==> src/rtl/spi_rx_ctrl.sv <==
// spi_rx_ctrl - transaction sequencer for the SPI receive datapath.
// Accepts a receive command (bit length, SCLK half-period divider),
// drives chip-select and SCLK (CPOL=0, sample on rising edge), programs
// the datapath bit length/enable and emits the per-bit sample strobe.
// SCLK is held low while the datapath reports idle at the end of a low
// phase, so a slow word consumer never loses a bit.
// Optional feature: define SPI_RX_CTRL_ABORT_EN to add abort_i/aborted_o.
module spi_rx_ctrl #(
  parameter int LEN_W = 16,
  parameter int DIV_W = 8
) (
  input  logic             clk_i,
  input  logic             rst_n_i,
  input  logic             cmd_vld_i,
  output logic             cmd_rdy_o,
  input  logic [LEN_W-1:0] cmd_len_i,
  input  logic [DIV_W-1:0] cmd_div_i,
  output logic             busy_o,
  output logic             done_o,
  output logic             cs_n_o,
  output logic             sclk_o,
  output logic             rx_en_o,
  output logic             rx_edge_o,
  output logic [LEN_W-1:0] rx_bits_len_o,
  output logic             rx_bits_len_update_o,
`ifdef SPI_RX_CTRL_ABORT_EN
  input  logic             abort_i,
  output logic             aborted_o,
`endif
  input  logic             rx_idle_i
);

  typedef enum logic [1:0] {
    ST_IDLE  = 2'd0,
    ST_SETUP = 2'd1,
    ST_RUN   = 2'd2,
    ST_HOLD  = 2'd3
  } state_t;

  localparam logic [DIV_W-1:0] HCNT_ONE  = {{(DIV_W-1){1'b0}}, 1'b1};
  localparam logic [DIV_W-1:0] HCNT_ZERO = {DIV_W{1'b0}};
  localparam logic [LEN_W-1:0] BIT_ONE   = {{(LEN_W-1){1'b0}}, 1'b1};
  localparam logic [LEN_W-1:0] BIT_ZERO  = {LEN_W{1'b0}};

  state_t           state_r, state_s;
  logic [DIV_W-1:0] div_r, div_s;
  logic [DIV_W-1:0] hcnt_r, hcnt_s;
  logic [LEN_W-1:0] len_r, len_s;
  logic [LEN_W-1:0] bit_cnt_r, bit_cnt_s;
  logic             cs_n_r, cs_n_s;
  logic             sclk_r, sclk_s;
  logic             edge_r, edge_s;
  logic             en_r, en_s;
  logic             upd_r, upd_s;
  logic             done_r, done_s;
  logic             hexp_s;
`ifdef SPI_RX_CTRL_ABORT_EN
  logic             abort_seen_r, abort_seen_s;
  logic             aborted_r, aborted_s;
`endif

  // Half-period expiry: the phase counter has spent div+1 cycles in this phase.
  assign hexp_s = (hcnt_r == div_r);

  // Next-state and next-output decode for the sequencer.
  always_comb begin
    state_s   = state_r;
    div_s     = div_r;
    hcnt_s    = hcnt_r;
    len_s     = len_r;
    bit_cnt_s = bit_cnt_r;
    cs_n_s    = cs_n_r;
    sclk_s    = sclk_r;
    en_s      = en_r;
    edge_s    = 1'b0;
    upd_s     = 1'b0;
    done_s    = 1'b0;
`ifdef SPI_RX_CTRL_ABORT_EN
    abort_seen_s = abort_seen_r;
    aborted_s    = 1'b0;
`endif

    case (state_r)
      ST_IDLE: begin
        if (cmd_vld_i) begin
          len_s     = cmd_len_i;
          div_s     = cmd_div_i;
          hcnt_s    = HCNT_ZERO;
          bit_cnt_s = BIT_ZERO;
`ifdef SPI_RX_CTRL_ABORT_EN
          abort_seen_s = 1'b0;
`endif
          if (cmd_len_i == BIT_ZERO) begin
            // Empty transfer: complete immediately without touching CS.
            done_s = 1'b1;
          end else begin
            state_s = ST_SETUP;
            cs_n_s  = 1'b0;
            en_s    = 1'b1;
            upd_s   = 1'b1;
          end
        end else begin
          state_s = ST_IDLE;
        end
      end

      ST_SETUP: begin
        if (hexp_s) begin
          state_s = ST_RUN;
          hcnt_s  = HCNT_ZERO;
        end else begin
          hcnt_s = hcnt_r + HCNT_ONE;
        end
      end

      ST_RUN: begin
        if (sclk_r) begin
          // High phase: fall at expiry, leave after the last bit's fall.
          if (hexp_s) begin
            sclk_s = 1'b0;
            hcnt_s = HCNT_ZERO;
            if (bit_cnt_r == len_r) begin
              state_s = ST_HOLD;
              en_s    = 1'b0;
            end else begin
              state_s = ST_RUN;
            end
          end else begin
            hcnt_s = hcnt_r + HCNT_ONE;
          end
        end else begin
          // Low phase: rise at expiry unless the datapath is still idle,
          // in which case the counter parks at expiry until it is ready.
          if (hexp_s) begin
            if (!rx_idle_i) begin
              sclk_s    = 1'b1;
              edge_s    = 1'b1;
              bit_cnt_s = bit_cnt_r + BIT_ONE;
              hcnt_s    = HCNT_ZERO;
            end else begin
              hcnt_s = hcnt_r;
            end
          end else begin
            hcnt_s = hcnt_r + HCNT_ONE;
          end
        end
      end

      ST_HOLD: begin
        if (hexp_s) begin
          state_s = ST_IDLE;
          cs_n_s  = 1'b1;
          done_s  = 1'b1;
          hcnt_s  = HCNT_ZERO;
`ifdef SPI_RX_CTRL_ABORT_EN
          aborted_s = abort_seen_r;
`endif
        end else begin
          hcnt_s = hcnt_r + HCNT_ONE;
        end
      end

      default: begin
        state_s = ST_IDLE;
        cs_n_s  = 1'b1;
        sclk_s  = 1'b0;
        en_s    = 1'b0;
        hcnt_s  = HCNT_ZERO;
      end
    endcase

`ifdef SPI_RX_CTRL_ABORT_EN
    // Abort wins over normal sequencing while CS is active and SCLK may run.
    if (abort_i && ((state_r == ST_SETUP) || (state_r == ST_RUN))) begin
      state_s      = ST_HOLD;
      hcnt_s       = HCNT_ZERO;
      sclk_s       = 1'b0;
      en_s         = 1'b0;
      edge_s       = 1'b0;
      bit_cnt_s    = bit_cnt_r;
      abort_seen_s = 1'b1;
    end else begin
      abort_seen_s = abort_seen_s;
    end
`endif
  end

  // State and registered-output update with asynchronous reset.
  always_ff @(posedge clk_i or negedge rst_n_i) begin
    if (!rst_n_i) begin
      state_r   <= ST_IDLE;
      div_r     <= HCNT_ZERO;
      hcnt_r    <= HCNT_ZERO;
      len_r     <= BIT_ZERO;
      bit_cnt_r <= BIT_ZERO;
      cs_n_r    <= 1'b1;
      sclk_r    <= 1'b0;
      edge_r    <= 1'b0;
      en_r      <= 1'b0;
      upd_r     <= 1'b0;
      done_r    <= 1'b0;
`ifdef SPI_RX_CTRL_ABORT_EN
      abort_seen_r <= 1'b0;
      aborted_r    <= 1'b0;
`endif
    end else begin
      state_r   <= state_s;
      div_r     <= div_s;
      hcnt_r    <= hcnt_s;
      len_r     <= len_s;
      bit_cnt_r <= bit_cnt_s;
      cs_n_r    <= cs_n_s;
      sclk_r    <= sclk_s;
      edge_r    <= edge_s;
      en_r      <= en_s;
      upd_r     <= upd_s;
      done_r    <= done_s;
`ifdef SPI_RX_CTRL_ABORT_EN
      abort_seen_r <= abort_seen_s;
      aborted_r    <= aborted_s;
`endif
    end
  end

  assign cmd_rdy_o            = (state_r == ST_IDLE);
  assign busy_o               = (state_r != ST_IDLE);
  assign done_o               = done_r;
  assign cs_n_o               = cs_n_r;
  assign sclk_o               = sclk_r;
  assign rx_en_o              = en_r;
  assign rx_edge_o            = edge_r;
  assign rx_bits_len_o        = len_r;
  assign rx_bits_len_update_o = upd_r;
`ifdef SPI_RX_CTRL_ABORT_EN
  assign aborted_o            = aborted_r;
`endif

endmodule
==> config.mk <==
export PLATFORM = sky130hd
export DESIGN_NAME = spi_rx_ctrl
export DESIGN_NICKNAME = d
export VERILOG_FILES = /design/src/rtl/spi_rx_ctrl.sv
export SDC_FILE = /design/constraint.sdc
export NUM_CORES = 1
export LEC_CHECK = 0
export BUFFER_PORTS_ARGS = -buffer_cell sky130_fd_sc_hd__buf_4
export CAP_MARGIN = 25
export CORE_ASPECT_RATIO = 0.75
export CORE_MARGIN = 2
export CORE_UTILIZATION = 58
export CTS_BUF_LIST = sky130_fd_sc_hd__clkbuf_2 sky130_fd_sc_hd__clkbuf_4 sky130_fd_sc_hd__clkbuf_8
export CTS_CLUSTER_DIAMETER = 100
export DETAILED_ROUTE_END_ITERATION = 16
export PLACE_DENSITY = 0.82
export SYNTH_ARGS = -nofsm -noshare
export SYNTH_HDL_FRONTEND = slang
export SYNTH_SLANG_ARGS = --single-unit
==> constraint.sdc <==
create_clock -name clk_i -period 3.15 [get_ports clk_i]
set_clock_uncertainty 0.1 [all_clocks]
set_input_delay 0.63 -clock clk_i [delete_from_list [all_inputs] [get_ports clk_i]]
set_output_delay 0.63 -clock clk_i [all_outputs]
set_load 0.05 [all_outputs]
==> run summary <==
- done — CTS tree
- 6.249 — ratio of routed vias to standard cells
- 11630 um — global-route wire length before repair
- 26.20% — overall track demand over capacity in global routing
- 0 — antenna-violating nets left
- 30.15% — layout cells sized above 1
- 359 — Post-layout nets
- 10.87 um^2 — Post-Synthesis Mean Instance Area
- 388.2 MHz — Highest Clock Rate
- 56 — count of state elements after synthesis
- inv_1 -> ha_1 -> nor2b_1 -> nor3b_2 -> nand4_1 -> or4_1 -> a21oi_1 — worst-path cell chain
- 17.10% — synthesis-to-finish area growth
- 0 ps — setup TNS after final layout
- 0 — Ys Warns
- 574.0 ps — Worst Slack Setup Final
- 81.78% — final clock period utilization by the worst path
- 0.8680 — final estimated routing congestion in global placement
- 0 — final number of max-transition violations
- 0 — Antenna Cells
- 57 — maximum number of pins on one net before global-route repair
- 570 ps — critical path's largest stage delay
- 1476 um^2 — area of combinational cells with multiple inputs
- clkbuf_8 — CTS Root Buffer Type
- 2 — largest buffer count on any clock path
- 7 — worst r2r path cells
- 46.22% — post-synth top area share
- flip-flop — endpoint type of the worst setup path
- 7032 um — Routed Wire Length
- 2978 um^2 — Netlist Area Pre-Place
- 0 — number of buffers inserted by hold repair at cts
- 5 — Inserted Clock Buffers
- 310 ps — Clk Latency, worst-skew pair
- 3290 ps — required arrival time at the worst endpoint
- dfrtp_1 — most common cell after layout, fill and taps aside
- 2406 — vias post-DR
- flip-flop — category of the worst setup path launch point
- 2 — H-tree depth
- finished, final reports clean — run status
- 0 — Final Setup Violations
- 51 — number of buffers inserted by port buffering
- 46 — number of distinct library cell variants in the gate-level netlist after synthesis
- 385 — non-filler cells in the finished layout
- 3487 um^2 — final instance area
- 60.44% — Initial Util
- 0 — reported max-cap violation count
- 4 — first-pass detailed-route iteration total
- 2576 ps — clock period minus worst slack
- 400.8 nW/um^2 — Cell Pwr Density
- false — unrepaired setup endpoints after global routing
- or4_1 — crit path max-delay cell type
- 100 ps — clock-pin slew of the registers on the worst-case setup and hold paths
- 56 — clock sink total
- 4927 um^2 — placeable core region
- 309 — net count after synthesis
- 0 — Final Hold Viols
- 10 — highest net fanout along the worst path
- 576.0 ps — setup slack after placement
- 2710 ps — arrival time at the worst endpoint
- 52 — number of I/O pins
- 0 — sum of overflow across all layers after global routing
- 18.26 um — detailed-route wire length per cell
- 0 — post-route DRC violation count
- in -> async — class of the tightest hold or removal check
- 5225 um — Detail Placement HPWL
- 256 — number of DRC violations after detailed-routing iteration 0
- 0 — number of setup buffers added after CTS
- 830.7 ps — measured slew at the worst slew-check pin
- 86.74 um — horizontal extent of the die
- 274 — Synth Instances
- 2375 — via count of the first global-routing pass
- dfrtp_1 — cell type with the highest aggregate area in the netlist
- dfrtp_1 46%, mux2_2 9.8%, xor2_1 4.7%, a21oi_1 3.9%, ha_1 2.9% — top cells by area in the synthesized netlist
- 0 — antenna violations before repair
- 44.62% — worst slew slack as a fraction of its limit
- 55 x dfrtp_1, 54 x buf_4, 26 x mux2_2 — commonest cells after routing, fill and taps aside
- 22 — Core Rows
- 0 — post_cts resized
- 377 — dpl cells
- 0.2327 mV — worst IR drop on VDD
- reg -> reg — startpoint-to-endpoint class of the critical path
- 66.06 um — height of the die
- 355 — layout filler cell count
- 47.10% — proportion of synthesized chip area in sequential cells
- 1403 um^2 — Seq. cell area
- 3390 um^2 — cell area reported after detailed placement
- 5730 um^2 — die outline area
- 1.640 nW — LEAKAGE
## synth_stat cells, drive strengths merged
library cell / instances
or3b: 1
o22a: 1
a41oi: 2
o21ai: 12
dlygate4sd1: 1
nor2: 11
dfrtp: 55
a211oi: 1
xnor2: 8
and4: 4
inv: 8
or2: 2
nand4: 10
o2111ai: 1
clkbuf: 2
nor3b: 1
nand3: 4
o31a: 1
or4: 7
nor4: 10
mux2: 26
or3: 9
o41ai: 1
and3: 4
a31oi: 7
ha: 7
a311oi: 2
nand2: 9
a21o: 1
nor2b: 3
nor4b: 1
nor3: 1
o31ai: 9
buf: 8
xor2: 16
a311o: 2
mux2i: 1
a21oi: 24
dfstp: 1
## metal layers
metal	vias up	share of wire, %	GRT usage (%)
met5	-	0	0
met4	0	0.27	3.906
met3	2	6.5	5.993
met2	99	45	39.62
met1	1179	48	39.46
li1	1126	-	-
## power breakdown
part	total (mW)	switching [mW]	internal [mW]
sequential	0.806	0.0545	0.751
combinational	0.171	0.0901	0.0809
clock	0.421	0.242	0.179
total	1.40	0.387	1.01
## critical path, delay by kind of cell, from the launching register on
kind	cells	cell delay, ps
simple gates	4	1480
buf+inv	1	100
fa+ha+maj	1	280
flops	1	390
compound gates	1	160
## metrics by stage
step                      power (mW)  util, %  hold slack (ps)
after floorplan               0.9121        -            234.4
after detailed placement      0.9870    68.79            399.5
after CTS                      1.398    70.77            287.3
final                          1.398    70.77            269.5
after global routing           1.454    70.77            328.7
after global placement        0.9831    68.79            396.0
## sequential cells by signal (all words and copies together), names as in the netlist
name                  cells
rx_bits_len_o            16
sclk_o                    1
rx_en_o                   1
state_r                   2
rx_bits_len_update_o      1
rx_edge_o                 1
hcnt_r                    8
done_o                    1
cs_n_o                    1
div_r                     8
bit_cnt_r                16
## final cells by class
type / instances / area share [%]
multi-input cells: 199 / 42.34
inverters: 8 / 0.8611
clock buffers: 6 / 2.368
flip-flops and latches: 56 / 40.22
clock inverters: 2 / 0.4306
well taps: 60 / 2.153
repair buffers: 54 / 11.63
## logic make-up (layout without fill, tap and decap cells)
| logic type | after synthesis | in the layout | share of synthesized area [%] |
|---|---|---|---|
| and+or+nand+nor | 77 | 77 | 15.76 |
| AOI/OAI and AO/OA | 64 | 64 | 13.66 |
| DFF | 56 | 56 | 47.10 |
| muxes | 27 | 27 | 10.17 |
| xor gates and xnor gates | 24 | 24 | 7.059 |
| buffers and inverters | 19 | 70 | 3.320 |
| adders and majority gates | 7 | 7 | 2.941 |
## worst paths after layout
path / startpoint / end / slack (ps)
worst max-delay path: state_r[0]$_DFFE_PN0P_ / bit_cnt_r[12]$_DFFE_PN0P_ / 570
worst min-delay path: rst_n_i / div_r[5]$_DFFE_PN0P_ / 270
worst max register to register: state_r[0]$_DFFE_PN0P_ / bit_cnt_r[12]$_DFFE_PN0P_ / 570
worst min register to register: hcnt_r[7]$_DFFE_PN0P_ / hcnt_r[7]$_DFFE_PN0P_ / 420
max in group asynchronous: rst_n_i / rx_edge_o$_DFF_PN0_ / 2230
min in group clk_i: rx_idle_i / rx_edge_o$_DFF_PN0_ / 410
Note: power is estimated with default switching activity, not from simulation.
